--- src/rtl/sonata_sw_debounce_pkg.sv ---
// Shared widths, 50 MHz timing defaults and the switch vector type
// for the Sonata switch debounce stage.
package sonata_sw_pkg;

   localparam int NavSwWidth  = 5;
   localparam int UserSwWidth = 8;
   localparam int SwWidth     = NavSwWidth + UserSwWidth;

   // 1 ms sample tick at 50 MHz, 10 ms of stable level to accept
   localparam int DefTickCycles  = 50000;
   localparam int DefStableTicks = 10;
   localparam int DefSyncStages  = 2;

   typedef logic [SwWidth-1:0] sw_vec_t;

   function automatic int cnt_width(input int n);
      return (n <= 2) ? 1 : $clog2(n);
   endfunction

endpackage

--- src/rtl/sonata_sw_debounce_bit.sv ---
// One switch bit: synchroniser, stable-tick counter, level flop
// and registered rise/fall pulses.
module sonata_sw_debounce_bit
   import sonata_sw_pkg::*;
#(
   parameter int StableTicks = DefStableTicks,
   parameter int SyncStages  = DefSyncStages
) (
   input  logic clk_sys_i,
   input  logic rst_sys_ni,
   input  logic sw_i,
   input  logic tick_i,
   output logic sw_o,
   output logic rise_o,
   output logic fall_o
);

   localparam int CntW = cnt_width(StableTicks + 1);
   localparam logic [CntW-1:0] CntMax = CntW'(StableTicks - 1);

   logic [SyncStages-1:0] sync_q;
   logic                  sync;
   logic [CntW-1:0]       cnt_q, cnt_d;
   logic                  sw_q, sw_d;
   logic                  rise_q, rise_d;
   logic                  fall_q, fall_d;
   logic                  same;
   logic                  done;

   always_ff @(posedge clk_sys_i or negedge rst_sys_ni) begin
      if (!rst_sys_ni) begin
         sync_q <= '0;
      end else begin
         sync_q <= {sync_q[SyncStages-2:0], sw_i};
      end
   end

   assign sync = sync_q[SyncStages-1];
   assign same = (sync == sw_q);
   assign done = (cnt_q == CntMax);

   always_comb begin
      cnt_d  = cnt_q;
      sw_d   = sw_q;
      rise_d = 1'b0;
      fall_d = 1'b0;
      unique case (1'b1)
         !tick_i: begin
         end
         tick_i && same: begin
            cnt_d = '0;
         end
         tick_i && !same && done: begin
            sw_d   = sync;
            cnt_d  = '0;
            rise_d = sync;
            fall_d = ~sync;
         end
         tick_i && !same && !done: begin
            cnt_d = cnt_q + 1'b1;
         end
         default: begin
         end
      endcase
   end

   always_ff @(posedge clk_sys_i or negedge rst_sys_ni) begin
      if (!rst_sys_ni) begin
         cnt_q  <= '0;
         sw_q   <= 1'b0;
         rise_q <= 1'b0;
         fall_q <= 1'b0;
      end else begin
         cnt_q  <= cnt_d;
         sw_q   <= sw_d;
         rise_q <= rise_d;
         fall_q <= fall_d;
      end
   end

   assign sw_o   = sw_q;
   assign rise_o = rise_q;
   assign fall_o = fall_q;

endmodule

--- src/rtl/sonata_sw_debounce.sv ---
// Sonata switch debounce: shared prescaler, per-bit filters, and an
// optional sticky change irq enabled by SONATA_SW_DEBOUNCE_IRQ_EN.
module sonata_sw_debounce
   import sonata_sw_pkg::*;
#(
   parameter int Width       = SwWidth,
   parameter int TickCycles  = DefTickCycles,
   parameter int StableTicks = DefStableTicks,
   parameter int SyncStages  = DefSyncStages
) (
   input  logic             clk_sys_i,
   input  logic             rst_sys_ni,
   input  logic [Width-1:0] sw_i,
   output logic [Width-1:0] sw_o,
   output logic [Width-1:0] rise_o,
   output logic [Width-1:0] fall_o,
   output logic             irq_o,
   input  logic             irq_clr_i
);

   localparam int PreW = cnt_width(TickCycles);
   localparam logic [PreW-1:0] PreMax = PreW'(TickCycles - 1);

   logic [PreW-1:0] pre_q;
   logic            tick;

   assign tick = (pre_q == PreMax);

   always_ff @(posedge clk_sys_i or negedge rst_sys_ni) begin
      if (!rst_sys_ni) begin
         pre_q <= '0;
      end else if (tick) begin
         pre_q <= '0;
      end else begin
         pre_q <= pre_q + 1'b1;
      end
   end

   for (genvar i = 0; i < Width; i++) begin : g_bit
      sonata_sw_debounce_bit #(
         .StableTicks (StableTicks),
         .SyncStages  (SyncStages)
      ) u_bit (
         .clk_sys_i  (clk_sys_i),
         .rst_sys_ni (rst_sys_ni),
         .sw_i       (sw_i[i]),
         .tick_i     (tick),
         .sw_o       (sw_o[i]),
         .rise_o     (rise_o[i]),
         .fall_o     (fall_o[i])
      );
   end

`ifdef SONATA_SW_DEBOUNCE_IRQ_EN
   logic irq_q;
   logic any_edge;

   assign any_edge = |{rise_o, fall_o};

   // a new pulse takes priority over a coincident clear
   always_ff @(posedge clk_sys_i or negedge rst_sys_ni) begin
      if (!rst_sys_ni) begin
         irq_q <= 1'b0;
      end else if (any_edge) begin
         irq_q <= 1'b1;
      end else if (irq_clr_i) begin
         irq_q <= 1'b0;
      end
   end

   assign irq_o = irq_q;
`else
   logic unused_irq_clr;

   assign unused_irq_clr = irq_clr_i;
   assign irq_o          = 1'b0;
`endif

endmodule

--- config.mk ---
export PLATFORM = sky130hd
export DESIGN_NAME = sonata_sw_debounce
export DESIGN_NICKNAME = d
export VERILOG_FILES = /design/src/rtl/sonata_sw_debounce_pkg.sv /design/src/rtl/sonata_sw_debounce_bit.sv /design/src/rtl/sonata_sw_debounce.sv
export SDC_FILE = /design/constraint.sdc
export NUM_CORES = 1
export LEC_CHECK = 0
export ABC_AREA = 1
export BUFFER_PORTS_ARGS = -buffer_cell sky130_fd_sc_hd__buf_2
export CELL_PAD_IN_SITES_DETAIL_PLACEMENT = 1
export CELL_PAD_IN_SITES_GLOBAL_PLACEMENT = 1
export CORE_MARGIN = 2
export CORE_UTILIZATION = 36
export CTS_BUF_LIST = sky130_fd_sc_hd__clkbuf_8 sky130_fd_sc_hd__clkbuf_16
export DETAILED_ROUTE_END_ITERATION = 10
export PLACE_DENSITY_LB_ADDON = 0.1
export SETUP_SLACK_MARGIN = 0.1
export SKIP_CTS_REPAIR_TIMING = 1
export SLEW_MARGIN = 20
export SYNTH_ARGS = -nofsm -noshare
export SYNTH_HDL_FRONTEND = slang
export SYNTH_SLANG_ARGS = --single-unit
--- constraint.sdc ---
create_clock -name clk_sys_i -period 2.4 [get_ports clk_sys_i]
set_input_delay 0.12 -clock clk_sys_i [delete_from_list [all_inputs] [get_ports clk_sys_i]]
set_output_delay 0.12 -clock clk_sys_i [all_outputs]
set_load 0.005 [all_outputs]
==> impl_metrics.ini, run 1 <==
[cts]
clk_latency_ps = 420
cts_root_buffer = clkbuf_16
clockBufferDepth = 2
cts_tree = done
clk_pin_slew_worst_paths_ps = 60
clock_sinks = 133
cts_buffers = 17
htreeDepth = 4

[sta]
setup_viol = 0
hold_ws_ps = 235
hold_viol = 0
tns_ps = 0
finalCriticalPeriod_ps = 1950
slew_violations = 0
rsz0062_at_grt = false
worst_pin_slew_ps = 616
timing.final.crit_share = 0.813
slew-limit-headroom = 0.589
fmaxAchievable_ghz = 0.512
finalWorstSetupSlack_ps = 448
skew_ps = 10.0

[synth]
ys_seq_elements = 133
synthCells = 716
ys_types = 19
ys_seq_area_frac = 0.517
synth_area_per_cell_sq_um = 8.99
syn-num-nets = 759
yosysWarnings = 0
netlist_area_sq_um = 6440

[pwr]
totalPowerFinal_mw = 5.09
pwr_density_cell_nw_per_um2 = 682
leakage_nw = 4.06
peakVddDrop_mv = 0.503

[placement]
pre_cts_ws_ps = 208
numPortBuffers = 53
dp_hpwl_mm = 9.38
place_congestion = 0.767
place_inst = 948
post_dp_cell_area_sq_um = 6700

[cells_and_area]
layoutNonFillerInstCount = 994
drive_above_1_share = 0.131
nets = 799
final_cell_mix = nand2_1 (172), dfrtp_1 (133), inv_1 (81), nand4_1 (79), nor2_1 (69)
final_util = 0.428
syn_to_final_growth_pct = 15.8
layout_commonest_cell = nand2_1
fin_area_sq_um = 7460
antenna_cells = 0
fillerInstances = 2035

[floorplan]
start_util = 0.370
num_rows = 48
die_area_sq_um = 19000
coreArea_sq_um = 17400
die_h_um = 138
fp.dieW_um = 138
num_io_pins = 56

[global_routing]
grt.overflow.total = 0
grt_pass1_vias = 5014
antenna_found_initial = 0
grt_pass1_wl_mm = 24.8
grt_max_degree = 71
grt_usage = 0.166

[setup_path]
worstSetupEndpointType = flop
worst_path_largest_cell_delay_ps = 370
path_buf_inv = 1
cp_top_family = simple AND/OR/NAND/NOR gates
critPathLaunchType = flop
crit_path_top_delay_cell = dfrtp_1
cp_cell_sequence = ha_1, nand2_1, nor2_4, nand2_1, nor2_4, buf_12, nand3_1, nor2_1
ff2ff_setup_slack_ps = 450
crit_path_max_fanout = 70
crit_required_ps = 2730
critical_path_arrival_ps = 2290
critical_path_class = flop to flop

[drt]
wl_per_cell_um = 14.6
drt_pass1_iterations = 6
viasPerCell = 4.81
drt-total-wl_mm = 14.5
drc = 0
dr.first_iter.drc_count = 171
vias = 4782
drtAntennaViolNets = 0

[outcome]
status = complete, no violations

[min_path]
hold_class = primary input to asynchronous set/reset pin

[flow_run]
drv_cap = 0
[path summary, 6_finish.rpt]
path,cells after the start,from,end
hold reg to reg,0,g_bit[10].u_bit.sync_q[0],g_bit[10].u_bit.sync_q[1]
max in group asynchronous,3,rst_sys_ni,pre_q[0]
setup reg to reg,8,pre_q[0],g_bit[5].u_bit.fall_o
hold / removal,2,rst_sys_ni,g_bit[5].u_bit.cnt_q[2]
min in group clk_sys_i,2,sw_i[6],g_bit[6].u_bit.sync_q[0]
setup / recovery,8,pre_q[0],g_bit[5].u_bit.fall_o
[cell usage after synthesis]
master    count  share of area
buf_2        14          0.011
xnor2_1      13          0.018
inv_2         5         0.0029
nor2_4        2         0.0035
nand2_1     172           0.10
nor2_2        1        0.00097
dfrtp_1     133           0.52
nand4_1      79          0.077
buf_4        41          0.048
o21ai_0       1        0.00078
ha_1         27          0.052
conb_1        1        0.00058
o21bai_1      2         0.0023
a21oi_1       2         0.0016
nor3_1        3         0.0023
inv_1        80          0.047
nand3_1      37          0.029
xor2_1       34          0.046
nor2_1       69          0.040
[layout make-up]
class                   count  area (sq um)  share of cell area
clock inverters            13           156              0.0210
clock buffers              19           453              0.0607
repair buffers             76           504              0.0676
well taps                 225           282              0.0378
flip-flops and latches    133          3330               0.446
inverters                  85           322              0.0431
multi-input cells         443          2410               0.323
[routing by layer]
metal  up-vias  track usage  part of all wire
met1      2385        0.214              0.47
met2        54        0.278              0.49
met4         0       0.0539             0.013
li1       2331            -                 -
met5         -            0                 0
met3        12       0.0383             0.028
[cell families (layout without fill, tap and decap cells)]
kind of cell / after synthesis / in the layout / synth area share
buffers and inverters: 140 / 193 / 0.108
XOR/XNOR: 47 / 47 / 0.0640
flip-flops: 133 / 133 / 0.517
AND/OR/NAND/NOR: 363 / 363 / 0.253
adder cells (fa/ha/maj): 27 / 27 / 0.0525
AO/OA/AOI/OAI: 5 / 5 / 0.00466
other: 1 / 1 / 0.000583
[sequential cells by signal (all words and copies together), names as in the netlist]
name                cells
pre_q                  16
g_bit.u_bit.sw_o       13
g_bit.u_bit.cnt_q      52
g_bit.u_bit.sync_q     26
g_bit.u_bit.rise_o     13
g_bit.u_bit.fall_o     13
[worst reg2reg max path, stage by stage (launching register included)]
cell	delay [ps]
dfrtp_1	370
ha_1	270
nand2_1	120
nor2_4	180
nand2_1	120
nor2_4	180
buf_12	330
nand3_1	170
nor2_1	140
[report_power, final]
part / switching (mW) / internal (mW)
clock: 1.01 / 1.68
combinational: 0.0753 / 0.0337
sequential: 0.0174 / 2.27
total: 1.10 / 3.98
(Power assumes the default switching activity.)
==> run 2: changes to the inputs <==
- ABC_AREA: 1 -> 0
- clock period: 2.4 -> 1.6 ns (I/O delays scaled with it)
==> impl_metrics.ini, run 2 <==
[floorplan]
num_rows = 47
fp.dieW_um = 134
die_area_sq_um = 18000
num_io_pins = 56
die_h_um = 134
start_util = 0.368
coreArea_sq_um = 16600

[setup_path]
ff2ff_setup_slack_ps = -280
crit_required_ps = 1900
cp_top_family = simple AND/OR/NAND/NOR gates
cp_cell_sequence = nor4b_4, and4_4, buf_6, clkbuf_16, nand2_4, mux2_2
critical_path_class = flop to flop
crit_path_top_delay_cell = dfrtp_1
worstSetupEndpointType = flop
crit_path_max_fanout = 6
critical_path_arrival_ps = 2180
worst_path_largest_cell_delay_ps = 400
path_buf_inv = 2
critPathLaunchType = flop

[drt]
drtAntennaViolNets = 0
drt-total-wl_mm = 13.7
drc = 0
vias = 4419
viasPerCell = 4.77
drt_pass1_iterations = 4
dr.first_iter.drc_count = 98
wl_per_cell_um = 14.8

[global_routing]
grt_max_degree = 49
grt_pass1_vias = 4623
antenna_found_initial = 0
grt.overflow.total = 0
grt_pass1_wl_mm = 21.7
grt_usage = 0.151

[synth]
yosysWarnings = 0
synth_most_common_cell = dfrtp_1
synthTopCellsByArea = dfrtp_1 (55%), ha_1 (5.5%), buf_4 (5.2%)
synth_compound_area_frac = 0.0738
ys_async_sr_fraction = 1.00
synth_ff_type = dfrtp_1
synth_top_family_by_area = simple AND/OR/NAND/NOR gates
synth_top_area_share = 0.545
synth-simple-area-share = 0.190
yosys-top-cells-count = dfrtp_1 (133), o21ai_0 (51), nand2_1 (43)
netlist_area_sq_um = 6110
synth-xor-area-share = 0.0359
synthAdderAreaFrac = 0.0553
ys_seq_elements = 133
synth_mux_area_frac = 0.0240
syn-num-nets = 592
ys_seq_area_frac = 0.545
synth_area_per_cell_sq_um = 11.1
yosysTopAreaCell = dfrtp_1
synth_edf_count = 0
synthCells = 549
ys_types = 35

[cells_and_area]
final_cell_mix = dfrtp_1 (133), buf_4 (84), buf_2 (52), inv_1 (28), nor3b_2 (26)
antenna_cells = 0
syn_to_final_growth_pct = 39.3
reg_top3 = g_bit.u_bit.cnt_q x52, g_bit.u_bit.sync_q x26, pre_q x16
layout_commonest_cell = dfrtp_1
drive_above_1_share = 0.467
final_util = 0.513
nets = 739
top_register = g_bit.u_bit.cnt_q
largest_reg_flops = 52
layoutNonFillerInstCount = 926

[min_path]
hold_class = primary input to asynchronous set/reset pin

[sta]
hold_viol = 0
finalWorstSetupSlack_ps = -277
slew_violations = 0
slew-limit-headroom = 0.654
setup_viol = 97
rsz0062_at_grt = true
timing.final.crit_share = 1.17
finalCriticalPeriod_ps = 1880
hold_ws_ps = 201
skew_ps = 5.82
worst_pin_slew_ps = 519
fmaxAchievable_ghz = 0.533

[cts]
cts_root_buffer = clkbuf_16
htreeDepth = 4
clk_latency_ps = 420
clk_pin_slew_worst_paths_ps = 60
cts_tree = done
clock_sinks = 133
cts_buffers = 17
clockBufferDepth = 2

[placement]
pre_cts_ws_ps = -257
numPortBuffers = 53
place_inst = 860
place_congestion = 0.784
dp_hpwl_mm = 8.74

[pwr]
pwr_density_cell_nw_per_um2 = 840
totalPowerFinal_mw = 7.14
leakage_nw = 4.13
peakVddDrop_mv = 0.678

[outcome]
status = finished, violations left
violations = setup timing

[flow_run]
drv_cap = 0
==> run 2: cell types whose count changed in the layout (fill, tap and decap cells not counted), sizes merged, moves of 14 or more <==
cell | before | now
nand4 | 79 | 4
nand3 | 37 | 22
o21ai | 1 | 52
xor2 | 34 | 7
nor2 | 72 | 21
nand2 | 172 | 43
buf | 62 | 162
nor3b | 0 | 26
or4 | 0 | 14
inv | 87 | 28
==> run 2: final timing paths <==
| path | from | endpoint | depth (start not counted) |
|---|---|---|---|
| max | pre_q[11] | g_bit[4].u_bit.sw_o | 6 |
| min | rst_sys_ni | g_bit[5].u_bit.sw_o | 2 |
| max reg2reg | pre_q[11] | g_bit[4].u_bit.sw_o | 6 |
| min reg2reg | g_bit[4].u_bit.sync_q[0] | g_bit[4].u_bit.sync_q[1] | 0 |
| max in group asynchronous | rst_sys_ni | g_bit[3].u_bit.cnt_q[1] | 3 |
| min in group clk_sys_i | sw_i[7] | g_bit[7].u_bit.sync_q[0] | 2 |
==> run 2: metrics by stage <==
| step | area [sq um] | TNS (ps) |
|---|---|---|
| 2_1_floorplan | 6190 | -1150 |
| 3_3_place_gp | 7090 | -9220 |
| 3_5_place_dp | 7090 | -12930 |
| 4_1_cts | 7620 | -14540 |
| 5_1_grt | 8500 | -19780 |
| 6_report | 8500 | -14330 |
==> run 2: cells by family (layout without fill, tap and decap cells) <==
kind of cell / after synthesis / in the layout
fa+ha+maj: 27 / 27
compound gates: 79 / 79
mux: 13 / 13
simple gates: 194 / 194
buf+inv: 77 / 234
xor+xnor: 25 / 25
flops: 133 / 133
other cells: 1 / 1
==> run 2: worst reg2reg max path, cell delays in order (launching register included) <==
cell,delay (ps)
dfrtp_1,400
nor4b_4,400
and4_4,390
buf_6,130
clkbuf_16,130
nand2_4,50
mux2_2,260
==> run 2: final cells by class <==
class	count	area [sq um]
Timing Repair Buffer	179	1440
Clock inverter	7	32.5
Multi-Input combinational cell	339	2830
Tap cell	220	275
Fill cell	1786	8080
Clock buffer	22	494
Inverter	26	97.6
Sequential cell	133	3330
==> run 2: report_power, final <==
group	total, mW	internal (mW)	switching, mW
Clock	3.49	2.13	1.36
Combinational	0.225	0.104	0.120
Sequential	3.43	3.40	0.0258
==> run 2: per-layer routing <==
metal  track usage  wire [um]
met1         0.184       6170
met4        0.0509        149
met3        0.0495        445
met2         0.251       6960
met5             0          0
==> run 3: changes to the inputs <==
- PLACE_DENSITY_LB_ADDON: 0.1 -> 0.15
==> impl_metrics.ini, run 3 (synthesis results as in run 2) <==
[cts]
clk_pin_slew_worst_paths_ps = 60
htreeDepth = 4
cts_root_buffer = clkbuf_16
clockBufferDepth = 2
cts_buffers = 17
clock_sinks = 133
clk_latency_ps = 420
cts_tree = done

[global_routing]
grt_usage = 0.153
grt_pass1_vias = 4660
grt_max_degree = 39
grt_pass1_wl_mm = 21.9
antenna_found_initial = 0
grt.overflow.total = 0

[placement]
dp_hpwl_mm = 8.91
place_congestion = 0.777
numPortBuffers = 53
post_dp_cell_area_sq_um = 7070
pre_cts_ws_ps = -251

[drt]
dr.first_iter.drc_count = 122
wl_per_cell_um = 14.9
vias = 4402
drc = 0
drt-total-wl_mm = 13.6
viasPerCell = 4.81
drt_pass1_iterations = 4
drtAntennaViolNets = 0

[cells_and_area]
layout_commonest_cell = dfrtp_1
multi_input_area_sq_um = 2680
final_cell_mix = dfrtp_1 (133), buf_4 (86), buf_2 (52), inv_1 (31), nand2_1 (28)
top_register = g_bit.u_bit.cnt_q
final-seq-area_sq_um = 3330
largest_reg_flops = 52
antenna_cells = 0
syn_to_final_growth_pct = 34.3
drive_above_1_share = 0.391
fillerInstances = 1796
fin_area_sq_um = 8200
nets = 727
reg_top3 = g_bit.u_bit.cnt_q x52, g_bit.u_bit.sync_q x26, pre_q x16

[outcome]
status = finished, violations left
violations = setup timing

[sta]
setup_viol = 97
tns_ps = -10970
timing.final.crit_share = 1.13
skew_ps = 7.62
finalWorstSetupSlack_ps = -211
fmaxAchievable_ghz = 0.552
finalCriticalPeriod_ps = 1810
hold_viol = 0
rsz0062_at_grt = true
slew_violations = 0

[setup_path]
rr_worst_depth = 5
rr_endpoint = g_bit[2].u_bit.sw_o
crit_required_ps = 1900
r2r-start = pre_q[11]
cp_top_family = simple AND/OR/NAND/NOR gates
path_buf_inv = 1
critical_path_arrival_ps = 2110
crit_path_top_delay_cell = dfrtp_1
critPathLaunchType = flop
worst_path_largest_cell_delay_ps = 400
cp_cell_sequence = nor4b_4, and4_4, buf_12, nand2_1, mux2_2
crit_path_max_fanout = 12
worstSetupEndpointType = flop
critical_path_class = flop to flop
ff2ff_setup_slack_ps = -210

[floorplan]
num_rows = 47
num_io_pins = 56
die_area_sq_um = 18000
coreArea_sq_um = 16600
die_h_um = 134
fp.dieW_um = 134
start_util = 0.368

[pwr]
leakage_nw = 3.91
peakVddDrop_mv = 0.736
pwr_density_cell_nw_per_um2 = 880

[min_path]
hold_class = primary input to asynchronous set/reset pin

[flow_run]
drv_cap = 0
run 3: cell types whose count changed in the layout (fill, tap and decap cells not counted), sizes merged:
cell,change
buf,-12
inv,+3
clkbuf,-2
bufinv,+1
clkinv,-1
run 3: per-stage QoR:
step                hold slack (ps)  instances  total power, mW  utilization
finish                          130        915             7.21        0.494
global route                    173        915             7.49        0.494
CTS                            -436        889             7.31        0.459
detailed placement             12.3        859             3.67        0.426
global placement               5.95        859             3.67        0.426
floorplan                      -216        549             3.54            -
run 3: layout make-up:
type                            count  share of cell area
Clock buffer                       20              0.0569
Multi-Input combinational cell    339               0.327
Inverter                           26              0.0119
Tap cell                          220              0.0336
Timing Repair Buffer              167               0.156
Clock inverter                     10             0.00839
Sequential cell                   133               0.406
run 3: layer usage:
layer / up-vias / global-route usage / share of wire
li1: 2117 / - / -
met1: 2219 / 0.178 / 0.44
met2: 50 / 0.272 / 0.52
met3: 16 / 0.0438 / 0.029
met4: 0 / 0.0462 / 0.015
met5: - / 0 / 0
run 3: power breakdown:
group	switching [mW]	internal, mW
clock network	1.38	2.20
registers	0.0249	3.40
logic	0.115	0.0996
run 3: worst max-delay path by stage:
stage / from / end / cells past startpoint
4_1_cts: pre_q[7] / g_bit[10].u_bit.sw_o / 5
5_1_grt: pre_q[11] / g_bit[9].u_bit.sw_o / 5
2_1_floorplan: pre_q[7] / g_bit[12].u_bit.sw_o / 5
3_3_place_gp: pre_q[7] / g_bit[6].u_bit.sw_o / 5
3_5_place_dp: pre_q[7] / g_bit[10].u_bit.sw_o / 5
6_report: pre_q[11] / g_bit[2].u_bit.sw_o / 5
